`src/rtl/mem_port_arbiter.sv`:
```
// mem_port_arbiter
//   Sequences a single-ported, fixed-latency unified memory that is shared by
//   instruction fetch and data load/store. Only one access is in flight at a
//   time. Data has fixed priority over fetch. The block counts out MEM_LAT
//   cycles and then pulses the owner's done. HLT parks the block in HALTED,
//   and only reset leaves that state.
// Ports
//   clk, rst_n                          clock, async active-low reset
//   if_req/if_addr -> if_rdata/if_done  fetch port (req held until done)
//   dm_req/dm_we/dm_addr/dm_wdata
//     -> dm_rdata/dm_done               data port (req held until done)
//   hlt                                 halt request
//   mem_en/mem_we/mem_addr/mem_wdata    memory issue, one strobe per access
//   mem_rdata                           memory read data, MEM_LAT after issue
//   stall, halted                       CPU stall and halt status
module mem_port_arbiter #(
  parameter int ADDR_W  = 16,
  parameter int DATA_W  = 16,
  parameter int MEM_LAT = 4
) (
  input  logic              clk,
  input  logic              rst_n,
  input  logic              if_req,
  input  logic [ADDR_W-1:0] if_addr,
  output logic [DATA_W-1:0] if_rdata,
  output logic              if_done,
  input  logic              dm_req,
  input  logic              dm_we,
  input  logic [ADDR_W-1:0] dm_addr,
  input  logic [DATA_W-1:0] dm_wdata,
  output logic [DATA_W-1:0] dm_rdata,
  output logic              dm_done,
  input  logic              hlt,
  output logic              mem_en,
  output logic              mem_we,
  output logic [ADDR_W-1:0] mem_addr,
  output logic [DATA_W-1:0] mem_wdata,
  input  logic [DATA_W-1:0] mem_rdata,
  output logic              stall,
  output logic              halted
);

  localparam int CW = $clog2(MEM_LAT + 1);

  typedef enum logic [1:0] {IDLE, BUSY_IF, BUSY_DM, HALTED} state_t;

  state_t        state, state_nx;
  logic [CW-1:0] cnt, cnt_nx;
  logic          hlt_pend, hlt_pend_nx;   // hlt seen since the current issue
  logic          st_we, st_we_nx;         // current data access is a store
  logic          issue, issue_dm;
  logic          last;

  assign last = (cnt == CW'(1));

  always_ff @(posedge clk or negedge rst_n) begin
    if (!rst_n) begin
      state    <= IDLE;
      cnt      <= '0;
      hlt_pend <= 1'b0;
      st_we    <= 1'b0;
    end else begin
      state    <= state_nx;
      cnt      <= cnt_nx;
      hlt_pend <= hlt_pend_nx;
      st_we    <= st_we_nx;
    end
  end

  always_comb begin
    state_nx    = state;
    cnt_nx      = cnt;
    hlt_pend_nx = hlt_pend;
    st_we_nx    = st_we;
    issue       = 1'b0;
    issue_dm    = 1'b0;
    // The issue strobe is combinational in IDLE. Holding it off while reset
    // is asserted keeps every output at 0 while a requester keeps req high.
    if (rst_n) begin
      case (state)
        IDLE: begin
          if (hlt) begin
            state_nx = HALTED;
          end else if (dm_req) begin
            issue       = 1'b1;
            issue_dm    = 1'b1;
            state_nx    = BUSY_DM;
            cnt_nx      = CW'(MEM_LAT);
            st_we_nx    = dm_we;
            hlt_pend_nx = 1'b0;
          end else if (if_req) begin
            issue       = 1'b1;
            state_nx    = BUSY_IF;
            cnt_nx      = CW'(MEM_LAT);
            st_we_nx    = 1'b0;
            hlt_pend_nx = 1'b0;
          end
        end
        BUSY_IF, BUSY_DM: begin
          cnt_nx      = cnt - CW'(1);
          hlt_pend_nx = hlt_pend | hlt;
          // An access cannot be aborted. hlt only decides where the block
          // goes after the done cycle.
          if (last) state_nx = (hlt_pend | hlt) ? HALTED : IDLE;
        end
        default: ;  // HALTED is absorbing
      endcase
    end
  end

  assign mem_en    = issue;
  assign mem_we    = issue_dm & dm_we;
  assign mem_addr  = !issue ? '0 : (issue_dm ? dm_addr : if_addr);
  assign mem_wdata = (issue_dm & dm_we) ? dm_wdata : '0;

  assign if_done  = (state == BUSY_IF) & last;
  assign dm_done  = (state == BUSY_DM) & last;
  assign if_rdata = if_done ? mem_rdata : '0;
  assign dm_rdata = (dm_done & ~st_we) ? mem_rdata : '0;

  assign stall  = rst_n & ((if_req & ~if_done) | (dm_req & ~dm_done));
  assign halted = (state == HALTED);

endmodule

```
`config.mk`:
```
export PLATFORM = sky130hd
export DESIGN_NAME = mem_port_arbiter
export DESIGN_NICKNAME = d
export VERILOG_FILES = /design/src/rtl/mem_port_arbiter.sv
export SDC_FILE = /design/constraint.sdc
export NUM_CORES = 1
export LEC_CHECK = 0
export ABC_AREA = 1
export ABC_CLOCK_PERIOD_IN_PS = 1820
export CAP_MARGIN = 15
export CORE_UTILIZATION = 26
export DETAILED_ROUTE_END_ITERATION = 7
export PLACE_DENSITY = 0.8
export SYNTH_ARGS = -nofsm -noshare
export SYNTH_HDL_FRONTEND = slang
export SYNTH_SLANG_ARGS = --single-unit
```
`constraint.sdc`:
```
create_clock -name clk -period 1.82 [get_ports clk]
set_input_delay 0.364 -clock clk [delete_from_list [all_inputs] [get_ports clk]]
set_output_delay 0.364 -clock clk [all_outputs]
set_load 0.02 [all_outputs]
```
==> reports/qor.txt, run 1 <==
floorplan die height: 68.10 um
average cell area after synthesis: 5.260 um^2
minimum setup slack after placement: -0.7612 ns
area of the core region: 0.004086 mm^2
share of the clock period used by the worst path: 1.083
number of enable-type register cells in the synthesized netlist: 0
Row Count: 23
IO Pins: 140
buffer cell driving the clock tree root: sky130_fd_sc_hd__clkbuf_8
antenna violations before repair: 0
highest fanout seen on the critical path: 8
total count of hold-check failures in the final report: 0
Warnings, synthesis: 0
Final Max Tran Viols: 0
slowest cell on the critical path: sky130_fd_sc_hd__dfrtp_1
Antenna Violating Nets Remaining: 0
top cells by instance count after synthesis: 86 x sky130_fd_sc_hd__nor2_1, 45 x sky130_fd_sc_hd__inv_1, 25 x sky130_fd_sc_hd__nand2_1
outcome: finished, violations left
violated checks: negative setup slack
starting density of the core: 0.2780
syn nets: 292
Hold WS: 0.2654 ns
global-route met1 utilization: 0.2483
number of detailed-routing iterations run before antenna repair: 4
horizontal extent of the die: 68.10 um
global route overflow: 0
number of setup violations in the final report: 60
count of nets after finishing: 473
post-synthesis instance area: 0.001136 mm^2
met3 demand-to-capacity share in global routing: 0.03833
average wire length per cell after detail routing: 14.79 um
share of synthesized flip-flops with an asynchronous set or reset: 1.000
clock-pin slew reported for the worst setup and hold paths after clock tree synthesis: 0.04 ns
via total after detailed routing: 2,023
worst setup skew after layout: 0.002595 ns
largest buffer count on any clock path: 2
Final HPWL DP: 4202 um
Max-cap violations: 0
count of inserted antenna diode cells: 0
per-cell via count in the routed design: 4.536
data required time at the worst endpoint: 1.46 ns
Detailed Route WL: 6598 um
detailed router's first-iteration violation count: 77
vias in the first global route: 1,828
tightest slew margin relative to the limit: 0.7578
largest area contributor in the synthesized netlist: sky130_fd_sc_hd__nor2_1
filler-free cell count of the finished design: 446
number of synthesized register bits: 7
reported leakage power: 1.668 nW
peak supply drop: 0.9792 mV
cell-by-cell trace of the critical path: inv_2 -> buf_4 -> ha_4 -> nand3_4 -> inv_4 -> nand2_4 -> buf_12 -> nor2_4 -> buf_6
kind of end point of the critical path: output pin
prevailing post-synth register cell: sky130_fd_sc_hd__dfrtp_1
area share of the largest cell type after synthesis: 0.2841
Max stage delay on crit path: 0.38 ns
Tmin final: 1.971 ns
highest attainable clock frequency: 507.4 MHz
fraction of layout cells with a size suffix above 1: 0.4848
pwr dens: 693.6 mW/mm^2
Seq/Total Area, Yosys: 0.1542
unrepaired setup endpoints after global routing: yes
synthesized instance count: 216
cell with the most instances after synthesis: sky130_fd_sc_hd__nor2_1
total global routing track utilization: 0.2404
count of buffers from port buffering: 139
smallest setup slack after layout: -0.1509 ns
met2 track utilization from global routing: 0.4767
die area: 0.004638 mm^2
Arrival @ worst endpoint: 1.61 ns
critical path launch point type: flip-flop
grt peak-use layer: met2
Clock H-tree levels: 1
leading cell types by total area after synthesis: sky130_fd_sc_hd__nor2_1 28%, sky130_fd_sc_hd__dfrtp_1 15%, sky130_fd_sc_hd__inv_1 15%
latest clock arrival within the worst-skew pair: 0.24 ns
DRC errors left: 0
routability cong.: 0.7730
class of the tightest hold or removal check: in2async
number of CTS-inserted buffers: 3
measured slew at the worst slew-check pin: 0.3595 ns
largest net degree at the start of global routing: 18
count of clock tree sinks: 7
worst setup path class: reg2out
number of placed instances with taps included: 427
wire length of the first global-routing pass: 8397 um
synth-to-layout area growth: 194.3%
number of distinct library cells after synthesis: 20
overall power after layout: 2.319 mW
clock tree from TritonCTS: done
-- critical path: cells and delay by family, from the launching register on --
kind,cells,cell delay (ns)
AND/OR/NAND/NOR,3,0.26
flip-flops,1,0.38
adder cells (fa/ha/maj),1,0.14
buffers and inverters,5,0.58
-- cell usage in the layout, fill, tap and decap left out --
master / n
sky130_fd_sc_hd__nand3_2: 1
sky130_fd_sc_hd__buf_2: 3
sky130_fd_sc_hd__ha_4: 2
sky130_fd_sc_hd__buf_8: 1
sky130_fd_sc_hd__o21ai_1: 13
sky130_fd_sc_hd__nor2_4: 32
sky130_fd_sc_hd__nand2_1: 23
sky130_fd_sc_hd__buf_12: 4
sky130_fd_sc_hd__dlymetal6s2s_1: 1
sky130_fd_sc_hd__nand3_1: 8
sky130_fd_sc_hd__o21ai_0: 6
sky130_fd_sc_hd__ha_2: 2
sky130_fd_sc_hd__a21oi_1: 1
sky130_fd_sc_hd__inv_2: 4
sky130_fd_sc_hd__o21ai_2: 2
sky130_fd_sc_hd__dlygate4sd2_1: 5
sky130_fd_sc_hd__buf_4: 54
sky130_fd_sc_hd__nand3b_1: 1
sky130_fd_sc_hd__clkbuf_8: 3
sky130_fd_sc_hd__inv_1: 40
sky130_fd_sc_hd__buf_6: 50
sky130_fd_sc_hd__nor2_1: 32
sky130_fd_sc_hd__clkdlybuf4s50_1: 64
sky130_fd_sc_hd__ha_1: 2
sky130_fd_sc_hd__nor2_2: 24
sky130_fd_sc_hd__nand2_4: 1
sky130_fd_sc_hd__nand3_4: 2
sky130_fd_sc_hd__inv_4: 2
sky130_fd_sc_hd__a21oi_2: 1
sky130_fd_sc_hd__nand4_4: 2
sky130_fd_sc_hd__dfrtp_1: 7
sky130_fd_sc_hd__nand2_2: 2
sky130_fd_sc_hd__clkbuf_1: 1
-- metal layers --
| metal | vias up | wire [um] |
|---|---|---|
| li1 | 1009 | - |
| met3 | 18 | 455 |
| met4 | 0 | 152 |
| met1 | 920 | 2311 |
| met5 | - | 0 |
| met2 | 76 | 3679 |
-- where the power goes --
group / total [mW] / internal (mW) / switching (mW)
sequential: 0.266 / 0.228 / 0.0378
clock: 0.230 / 0.152 / 0.0779
combinational: 1.82 / 0.880 / 0.943
-- cells by family after synthesis --
| group | share of synthesized area |
|---|---|
| adder cells (fa/ha/maj) | 0.06608 |
| AO/OA/AOI/OAI | 0.1079 |
| buffers and inverters | 0.1993 |
| AND/OR/NAND/NOR | 0.4725 |
| flip-flops | 0.1542 |
-- registers in the layout, indices dropped and copies added, names as in the netlist --
signal,flops
cnt,3
st_we,1
hlt_pend,1
state,2
-- final cells by class --
| cell class | count | area [um^2] |
|---|---|---|
| clock buffers | 4 | 45.04 |
| repair buffers | 182 | 1775 |
| inverters | 46 | 177.7 |
| multi-input cells | 157 | 1107 |
| flip-flops and latches | 7 | 175.2 |
| well taps | 50 | 62.56 |
| fillers | 262 | 743.2 |
-- path summary, 6_finish.rpt --
| kind | cells after the start | slack (ns) | endpoint | start |
|---|---|---|---|---|
| max in group asynchronous | 3 | 1.32 | cnt[1] | rst_n |
| min in group clk | 2 | 0.48 | cnt[1] | cnt[1] |
| worst min-delay path | 2 | 0.27 | state[0] | rst_n |
| worst max register to register | 8 | 0.37 | st_we | state[1] |
| worst min register to register | 2 | 0.48 | cnt[1] | cnt[1] |
| worst max-delay path | 9 | -0.15 | dm_rdata[9] | state[0] |
-- timing repair --
action,4_1_cts,5_1_grt
pin swaps,4,2
resized for setup,416,95
buffers inserted,11,2
endpoints found under the setup margin,70,66
cloned,2,0
hold buffers,0,0
-- metrics by stage --
step | setup TNS (ns) | utilization | instance area (um^2)
3_3_place_gp | -30.44 | 0.6819 | 2786
4_1_cts | -2.763 | 0.7373 | 3013
5_1_grt | -9.451 | 0.8181 | 3343
3_5_place_dp | -33.64 | 0.6819 | 2786
2_1_floorplan | -0.5992 | - | 1159
6_report | -4.955 | 0.8181 | 3343
(Power assumes the default switching activity.)
==> run 2, diff against run 1 <==
--- a/config.mk
+++ b/config.mk
@@ -8,6 +8,7 @@
 export ABC_AREA = 1
 export ABC_CLOCK_PERIOD_IN_PS = 1820
 export CAP_MARGIN = 15
+export CORE_MARGIN = 5
 export CORE_UTILIZATION = 26
 export DETAILED_ROUTE_END_ITERATION = 7
 export PLACE_DENSITY = 0.8
==> run 2 against run 1 <==
Compared with the run above:
- the run still ends with negative setup slack left
- critical path depth down 2
- hold slack better by 0.087 ns
- highest routed layer unchanged
- worst setup slack worse by 0.0077 ns
- fmax down 0.39%
==> reports/qor.txt, run 2 (synthesis results as in run 1) <==
fraction of layout cells with a size suffix above 1: 0.4823
IO Pins: 140
total length of routed met2 wires: 3617 um
Final Max Tran Viols: 0
kind of end point of the critical path: output pin
most prevalent standard cell on the critical path: sky130_fd_sc_hd__buf_4
antenna violations before repair: 0
cell-by-cell trace of the critical path: inv_2 -> ha_4 -> buf_4 -> nand4_4 -> buf_6 -> nor2_1 -> buf_4
Hold WS: 0.3519 ns
cell family contributing the most delay on the critical path: buffers and inverters
worst setup path class: reg2out
wire length of the first global-routing pass: 9846 um
DRT met1 WL: 2486 um
count of inserted antenna diode cells: 0
class of the tightest hold or removal check: in2async
highest fanout seen on the critical path: 6
tightest slew margin relative to the limit: 0.8075
number of setup violations in the final report: 61
total count of hold-check failures in the final report: 0
Internal: 1.238 mW
via total after detailed routing: 2,058
part of the total power dissipated in sequential elements: 0.119
synth-to-layout area growth: 193.0%
Post-Route Utilization: 0.7751
Detailed Route WL: 6667 um
most common cell after layout, fill and taps aside: sky130_fd_sc_hd__clkdlybuf4s50_1
Arrival @ worst endpoint: 1.61 ns
filler-free cell count of the finished design: 448
proportion of power drawn by combinational gates: 0.780
per-cell via count in the routed design: 4.594
buffer cell driving the clock tree root: sky130_fd_sc_hd__clkbuf_8
clock tree from TritonCTS: done
detailed router's first-iteration violation count: 54
reported leakage power: 1.671 nW
Antenna Violating Nets Remaining: 0
pwr dens: 690.0 mW/mm^2
routed length on met3: 389 um
total global routing track utilization: 0.1993
area of the core region: 0.004294 mm^2
latest clock arrival within the worst-skew pair: 0.24 ns
number of detailed-routing iterations run before antenna repair: 5
data required time at the worst endpoint: 1.46 ns
average wire length per cell after detail routing: 14.88 um
highest attainable clock frequency: 505.4 MHz
largest buffer count on any clock path: 2
DRC errors left: 0
outcome: finished, violations left
highest layer used for signal routing: met4
switching pwr: 1.059 mW
floorplan die height: 76.10 um
global route overflow: 0
count of nets after finishing: 473
count of buffer and inverter cells on the critical path: 4
count of clock tree sinks: 7
number of flip-flops under the largest register name: 3
share of total power in the clock network: 0.101
biggest regs: cnt (3), state (2)
slowest cell on the critical path: sky130_fd_sc_hd__dfrtp_1
clock-pin slew reported for the worst setup and hold paths after clock tree synthesis: 0.04 ns
Max-cap violations: 0
die area: 0.005791 mm^2
peak supply drop: 0.9290 mV
starting density of the core: 0.2646
violated checks: negative setup slack
share of the clock period used by the worst path: 1.087
Final HPWL DP: 4664 um
Clock H-tree levels: 1
number of CTS-inserted buffers: 3
vias in the first global route: 1,919
Max stage delay on crit path: 0.39 ns
critical path launch point type: flip-flop
worst setup skew after layout: 0.002905 ns
largest net degree at the start of global routing: 19
minimum setup slack after placement: -0.7665 ns
horizontal extent of the die: 76.10 um
smallest setup slack after layout: -0.1587 ns
switching share of power: 0.4611
count of buffers from port buffering: 139
routability cong.: 0.8325
unrepaired setup endpoints after global routing: yes
Tmin final: 1.979 ns
Row Count: 24
measured slew at the worst slew-check pin: 0.2888 ns
register ranked first by flip-flop count: cnt
number of placed instances with taps included: 424
commonest non-fill, non-tap cells in the layout: 65 x sky130_fd_sc_hd__clkdlybuf4s50_1, 54 x sky130_fd_sc_hd__buf_4, 45 x sky130_fd_sc_hd__buf_6
## run 2: cell types whose count changed in the layout (fill, tap and decap cells not counted), moves of 4 or more
cell / delta
sky130_fd_sc_hd__o21ai_2: +4
sky130_fd_sc_hd__buf_6: -5
sky130_fd_sc_hd__nor2_1: +4
sky130_fd_sc_hd__o21ai_1: -5
sky130_fd_sc_hd__nor2_2: -5
sky130_fd_sc_hd__buf_2: +4
## run 2: repair_timing
action / CTS / global route
resized for setup: 352 / 147
gates cloned: 2 / 0
setup buffers: 16 / 3
pin swaps: 6 / 4
hold buffers: 0 / 0
setup endpoints to repair: 70 / 66
## run 2: cell type report
cell class                      instances  area [um^2]
Timing Repair Buffer                  183         1769
Multi-Input combinational cell        156         1101
Fill cell                             303        965.9
Sequential cell                         7        175.2
Inverter                               46        172.7
Tap cell                               52        65.06
Clock buffer                            4        45.04
## run 2: worst register-to-register path: cells and delay by family (launching register included)
kind,cells,cell delay [ns]
adders and majority gates,1,0.17
buffers and inverters,2,0.22
DFF,1,0.37
and+or+nand+nor,4,0.47
## run 2: per-stage QoR
step | setup TNS (ns) | power [mW] | area (um^2)
floorplan | -0.5992 | 1.022 | 1159
global placement | -32.55 | 1.662 | 2764
detailed placement | -34.73 | 1.696 | 2764
CTS | -2.663 | 2.100 | 2816
global route | -8.994 | 2.443 | 3328
finish | -4.657 | 2.297 | 3328
## run 2: final timing paths
path / slack [ns] / cells after the start / from / to
setup / recovery: -0.16 / 7 / state[0] / mem_wdata[6]
hold / removal: 0.35 / 2 / rst_n / st_we
setup reg to reg: 0.47 / 7 / state[0] / cnt[2]
hold reg to reg: 0.47 / 2 / hlt_pend / hlt_pend
max in group asynchronous: 1.31 / 2 / rst_n / cnt[2]
min in group clk: 0.47 / 2 / hlt_pend / hlt_pend
## run 2: metal layers
metal	up-vias	GRT usage
li1	1003	-
met3	16	0.04255
met5	-	0
met1	944	0.2259
met2	95	0.3776
met4	0	0.04021
## run 2: power by group through the flow
stage	clock network (mW)	registers, mW	logic [mW]
floorplan	0	0.270	0.752
global placement	0	0.258	1.40
detailed placement	0	0.260	1.44
CTS	0.232	0.270	1.60
global route	0.240	0.280	1.92
finish	0.232	0.272	1.79
==> run 3, diff against run 2 <==
--- a/config.mk
+++ b/config.mk
@@ -5,11 +5,10 @@
 export SDC_FILE = /design/constraint.sdc
 export NUM_CORES = 1
 export LEC_CHECK = 0
-export ABC_AREA = 1
 export ABC_CLOCK_PERIOD_IN_PS = 1820
 export CAP_MARGIN = 15
 export CORE_MARGIN = 5
-export CORE_UTILIZATION = 26
+export CORE_UTILIZATION = 25
 export DETAILED_ROUTE_END_ITERATION = 7
 export PLACE_DENSITY = 0.8
 export SYNTH_ARGS = -nofsm -noshare
==> run 3 against run 2 <==
Compared with the run above:
- the run still ends with negative setup slack left
- final cell count shrank 20%
- register-to-register slack worse by 0.37 ns
- first-iteration DRC count down 13%
- combinational power decreased by 27%
- synthesized cell count down 33%
- highest routed layer unchanged
==> reports/qor.txt, run 3 <==
outcome: finished, violations left
violated checks: negative setup slack
cell with the most instances after synthesis: sky130_fd_sc_hd__and2_1
worst setup skew after layout: 0.001404 ns
Row Count: 23
commonest non-fill, non-tap cells in the layout: 74 x sky130_fd_sc_hd__buf_6, 65 x sky130_fd_sc_hd__clkdlybuf4s50_1, 29 x sky130_fd_sc_hd__and2_4
wire length of the first global-routing pass: 8231 um
count of buffers from port buffering: 139
largest buffer count on any clock path: 2
clock tree from TritonCTS: done
fraction of layout cells with a size suffix above 1: 0.5844
Seq/Total Area, Yosys: 0.1639
total count of hold-check failures in the final report: 0
worst setup path class: reg2out
floorplan die height: 75.38 um
top cells by instance count after synthesis: 49 x sky130_fd_sc_hd__and2_1, 17 x sky130_fd_sc_hd__o22ai_1, 16 x sky130_fd_sc_hd__nor2_1
critical path launch point type: flip-flop
IO Pins: 140
Detailed Route WL: 6401 um
latest clock arrival within the worst-skew pair: 0.23 ns
reported leakage power: 1.502 nW
global route overflow: 0
horizontal extent of the die: 75.38 um
filler-free cell count of the finished design: 358
most common cell after layout, fill and taps aside: sky130_fd_sc_hd__buf_6
number of enable-type register cells in the synthesized netlist: 0
number of CTS-inserted buffers: 3
Clock H-tree levels: 1
antenna violations before repair: 0
synth-to-layout area growth: 211.5%
count of nets after finishing: 385
startpoint of the worst-slack reg-to-reg timing path: state[0]
area share of the largest cell type after synthesis: 0.2869
register ranked first by flip-flop count: cnt
highest fanout seen on the critical path: 5
starting density of the core: 0.2633
Max-cap violations: 0
number of distinct library cells after synthesis: 31
number of synthesized register bits: 7
internal reg-to-reg setup slack: 0.10 ns
path depth of the worst reg2reg path: 6
Final Max Tran Viols: 0
detailed router's first-iteration violation count: 47
CP startpoint: state[1]
cell depth of the worst setup path: 7
via total after detailed routing: 1,680
share of synthesized flip-flops with an asynchronous set or reset: 1.000
Tmin final: 1.967 ns
Antenna Violating Nets Remaining: 0
Simple-Gate Fraction of Synth Area: 0.4660
DRC errors left: 0
slowest cell on the critical path: sky130_fd_sc_hd__dfrtp_1
Worst Setup EP: mem_addr[0]
clock-pin slew reported for the worst setup and hold paths after clock tree synthesis: 0.04 ns
class of the tightest hold or removal check: in2async
number of placed instances with taps included: 346
tightest slew margin relative to the limit: 0.7658
capture point of the worst reg-to-reg path: state[1]
cell family contributing the most delay on the critical path: simple AND/OR/NAND/NOR gates
Hold WS: 0.3502 ns
smallest setup slack after layout: -0.1472 ns
syn nets: 221
count of clock tree sinks: 7
data required time at the worst endpoint: 1.46 ns
total global routing track utilization: 0.1856
prevailing post-synth register cell: sky130_fd_sc_hd__dfrtp_1
Max stage delay on crit path: 0.38 ns
Adder-Cell Fraction of Synth Area: 0.07026
number of setup violations in the final report: 66
count of buffer and inverter cells on the critical path: 3
buffer cell driving the clock tree root: sky130_fd_sc_hd__clkbuf_8
Arrival @ worst endpoint: 1.60 ns
number of flip-flops under the largest register name: 3
number of detailed-routing iterations run before antenna repair: 6
die area: 0.005681 mm^2
biggest regs: cnt (3), state (2)
DP Area: 0.002698 mm^2
Final HPWL DP: 4387 um
post-synthesis instance area: 0.001069 mm^2
area of the core region: 0.004058 mm^2
multiplexer share of the synthesized area: 0.03981
overall power after layout: 1.797 mW
count of inserted antenna diode cells: 0
pwr dens: 539.9 mW/mm^2
largest net degree at the start of global routing: 19
unrepaired setup endpoints after global routing: yes
kind of end point of the critical path: output pin
measured slew at the worst slew-check pin: 0.3491 ns
cell-by-cell trace of the critical path: inv_2 -> ha_4 -> nand2_2 -> or2_4 -> buf_12 -> nor2_4 -> buf_6
post-synthesis compound-gate area fraction: 0.1686
synthesized instance count: 145
share of the clock period used by the worst path: 1.081
peak supply drop: 0.8006 mV
Post-Route Utilization: 0.8202
leading cell types by total area after synthesis: sky130_fd_sc_hd__and2_1 29%, sky130_fd_sc_hd__dfrtp_1 16%, sky130_fd_sc_hd__o22ai_1 10%
area share of xor/xnor cells in the synthesized design: 0
area of all placed cells without fillers: 0.003328 mm^2
average wire length per cell after detail routing: 17.88 um
Warnings, synthesis: 0
routability cong.: 0.8178
per-cell via count in the routed design: 4.693
vias in the first global route: 1,636
largest area contributor in the synthesized netlist: sky130_fd_sc_hd__and2_1
average cell area after synthesis: 7.369 um^2
main combinational cell family by area after synthesis: simple AND/OR/NAND/NOR gates
highest attainable clock frequency: 508.3 MHz
==> run 3: repair_timing <==
item,in CTS,in global routing
gates resized for setup,447,71
hold buffers,0,0
endpoints found under the setup margin,71,68
pin swaps,21,20
cloned,3,2
buffers inserted,2,1
==> run 3: layer usage <==
layer / up-vias / global-route usage / routed length (um)
met5: - / 0 / 0
met4: 0 / 0.03107 / 74
met3: 10 / 0.02902 / 445
met2: 60 / 0.3701 / 3667
met1: 798 / 0.2064 / 2214
li1: 812 / - / -
==> run 3: how the worst min path moves through the flow <==
stage               slack [ns]       end     start  depth (start not counted)
floorplan                 0.07    cnt[0]     rst_n                          0
global placement          0.54  hlt_pend  hlt_pend                          1
detailed placement        0.55  hlt_pend  hlt_pend                          1
CTS                       0.32    cnt[0]     rst_n                          2
global route              0.38  hlt_pend     rst_n                          2
finish                    0.35    cnt[0]     rst_n                          2
==> run 3: area by class of cell <==
cell class / instances / area (um^2)
Tap cell: 50 / 62.56
Timing Repair Buffer: 169 / 1819
Sequential cell: 7 / 175.2
Clock buffer: 4 / 45.04
Fill cell: 239 / 729.5
Multi-Input combinational cell: 118 / 1184
Inverter: 10 / 42.54
==> run 3: cell families after synthesis <==
family | count (synthesis)
compound gates | 28
flops | 7
mux | 4
fa+ha+maj | 6
buf+inv | 20
simple gates | 80
==> run 3: report_power, final <==
| part | switching [mW] | internal [mW] |
|---|---|---|
| logic | 0.567 | 0.732 |
| registers | 0.0511 | 0.228 |
| clock network | 0.0672 | 0.152 |
| total | 0.686 | 1.11 |
==> run 3: metrics by stage <==
| step | setup slack, ns | TNS [ns] |
|---|---|---|
| after floorplan | -0.03435 | -0.3091 |
| final | -0.1472 | -5.922 |
| after global placement | -0.7456 | -36.10 |
| after detailed placement | -0.7884 | -37.80 |
| after CTS | -0.1509 | -6.266 |
| after global routing | -0.2158 | -10.67 |
==> patch 1, RTL diff (config.mk and constraints of run 3) <==
Set the parameter `DATA_W` to 12 (it was 16).
--- a/src/rtl/mem_port_arbiter.sv
+++ b/src/rtl/mem_port_arbiter.sv
@@ -15,7 +15,7 @@
 //   stall, halted                       CPU stall and halt status
 module mem_port_arbiter #(
   parameter int ADDR_W  = 16,
-  parameter int DATA_W  = 16,
+  parameter int DATA_W  = 12,
   parameter int MEM_LAT = 4
 ) (
   input  logic              clk,
Interface: changed (5 resized); port bits go from 140 to 120. The function was not compared with the original's and may differ.
==> patch 1 against run 3 <==
The flow still finishes with violations (negative setup slack); area after synthesis decreased by 9.3%; critical path depth down 1; sequential power up 3%; routed wire length barely moved; power grew 0.67%; sequential cell count unchanged; worst setup slack worse by 0.032 ns; design area shrank 10%; highest routed layer unchanged.
==> patch 1: results <==
[status]
status = finished, violations left
violations = negative setup slack

[grt]
grt_pass1_wl_um = 8130
use_met2 = 0.375
use_met3 = 0.0499

[pwr]
power_leakage_nw = 1.38

[cells_and_area]
multi_input_area_share = 0.354
fin_cells = 330
drive_above_1_share = 0.631
nFlopsAndLatches = 7
n_all_buffers = 155
bufAreaShareNonClock = 0.538
final_nets = 351
utilization = 0.805
num-multi-input-gates = 106

[placed_design]
dp.cells = 313
placed_area_um2 = 2380
place.gp.congestion = 0.795

[critical_path]
critPathCapture = if_rdata[4]
crit_start = cnt[0]$_DFFE_PN0P_
crit_arrival_ns = 1.64
worst-path-max-fanout = 4
r2r_slack_ns = 0.05

[yosys]
muxShareOfSynthArea = 0.0439
ys_top_cells_by_area = and2_1 (24%), dfrtp_1 (18%), o22ai_1 (11%)
ys_types = 30
synth_common_cells = and2_1 (37), o22ai_1 (17), nor2_1 (16)
ys_seq_area_frac = 0.181
synthAdderAreaFrac = 0.0774

[route]
avgViaCountPerCell = 4.85
drt_iter0_drc = 38
dr_wl_met2_um = 3470

[sta]
slew_headroom = 0.815
setup_viol = 55
fin_skew_ns = 0.00445
finalSetupTns_ns = -6.66
setup_slack_ns = -0.179
worst_hold_slack_ns = 0.339

[floorplan]
num_rows = 22
==> patch 1: cell count changes after synthesis, sizes merged <==
cell,run 3,this run
and2,49,37
buf,6,5
==> patch 1: power by group through the flow <==
| stage | sequential, mW | combinational [mW] | clock, mW |
|---|---|---|---|
| final | 0.287 | 1.30 | 0.218 |
| after global routing | 0.293 | 1.39 | 0.236 |
| after CTS | 0.282 | 1.14 | 0.222 |
| after detailed placement | 0.267 | 0.972 | 0 |
| after global placement | 0.263 | 0.954 | 0 |
| after floorplan | 0.265 | 0.505 | 0 |
==> patch 1: timing repair <==
item                                   4_1_cts  5_1_grt
pin swaps                                   34       16
endpoints found under the hold margin        0        0
cloned                                       4        1
setup endpoints to repair                   58       56
setup buffers                                4        5
gates resized for setup                    412       39
==> patch 1: critical path, cell delays in order (launching register included) <==
cell and delay [ns]:
dfrtp_1 0.41, ha_4 0.19, buf_4 0.13, and3b_2 0.25, buf_6 0.14, and2_4 0.16, buf_6 0.13
==> patch 2, RTL diff (flow settings as in run 3) <==
Without the edit above. Reset style: synchronous (`rst_n`), changed in one clocked block. Comments in the files are not updated.
--- a/src/rtl/mem_port_arbiter.sv
+++ b/src/rtl/mem_port_arbiter.sv
@@ -53,7 +53,7 @@
 
   assign last = (cnt == CW'(1));
 
-  always_ff @(posedge clk or negedge rst_n) begin
+  always_ff @(posedge clk) begin
     if (!rst_n) begin
       state    <= IDLE;
       cnt      <= '0;
Function: differs if rst_n is asserted again (counterexample within 4 cycles, from zero or initial values and one cycle with rst_n low); with rst_n held inactive, the same outputs for 10 cycles.
==> patch 2 against run 3 <==
The run still ends with negative setup slack left; worst setup slack got worse by 0.090 ns; die area increased by 3.1%; cell count increased by 11%; clock skew about the same; power increased by 31%; routed wire length decreased by 2.0%; area after synthesis increased by 3.6%; sequential power decreased by 4%; worst hold slack improved by 0.15 ns; sequential cell count unchanged; design area decreased by 2.9%; register-to-register slack improved by 0.03 ns; fmax decreased by 4.4%; critical path type unchanged; critical endpoint is now mem_addr[10].
==> patch 2: results <==
[status]
status = finished, violations left
violations = negative setup slack

[grt]
track_usage = 0.196
grt_pass1_wl_um = 9540
use_met2 = 0.387

[critical_path]
crit_path_top_delay_cell = dfxtp_2
r2r_slack_ns = 0.13
reg2regPathDepth = 8
worst-path-max-fanout = 7

[cells_and_area]
nFillCells = 323
utilization = 0.747

[pwr]
ir_drop_mv = 0.740
power_leakage_nw = 1.55

[yosys]
synth_common_cells = nand2_1 (35), and2_1 (32), a21oi_1 (17), and3_1 (17), nor2_1 (11)
ys_seq_area_frac = 0.127
muxShareOfSynthArea = 0.0181
synthAdderAreaFrac = 0.0791
synth-main-ff-cell = dfxtp_1
synth_nets = 247
synth-compound-area-share = 0.185
ys_top_cells_by_area = and2_1 (18%), dfxtp_1 (13%), nand2_1 (12%)

[sta]
setup_slack_ns = -0.237
fin_skew_ns = 0.00125
setup_viol = 58

[route]
avgViaCountPerCell = 4.61
drt_iter0_drc = 30
dr.pass1.iters = 4

[hold_path]
hold_class = register to register

[placed_design]
placed_area_um2 = 2860
patch 2: tightest hold or removal path: stages (launching register included):
cell	delay, ns
dfxtp_2	0.33
mux2i_1	0.07
nor2_1	0.07
patch 2: per-layer routing:
metal  share of wire  up-vias
li1                -      910
met1            0.40      847
met2            0.55       65
met3           0.043        4
met4          0.0076        0
met5               0        -
patch 2: stage by stage:
stage / worst slack, ns / std cells
final: -0.237 / 396
after global routing: -0.301 / 396
after CTS: -0.243 / 393
after detailed placement: -0.956 / 379
after global placement: -0.914 / 379
after floorplan: -0.0112 / 170
patch 2: what timing repair did:
item | CTS | global route
cloned | 4 | 1
pin swaps | 22 | 9
hold endpoints to repair | 0 | 0
buffers inserted | 6 | 3
gates resized for setup | 430 | 20
setup endpoints to repair | 69 | 69
patch 2: layout make-up:
class                      count  area [um2]  share of cell area
tap                           52        65.1              0.0201
timing repair buffer         180        1780               0.551
inverter                      11        46.3              0.0143
multi-input combinational    142        1150               0.356
sequential                     7         145              0.0449
clock buffer                   4        45.0              0.0139
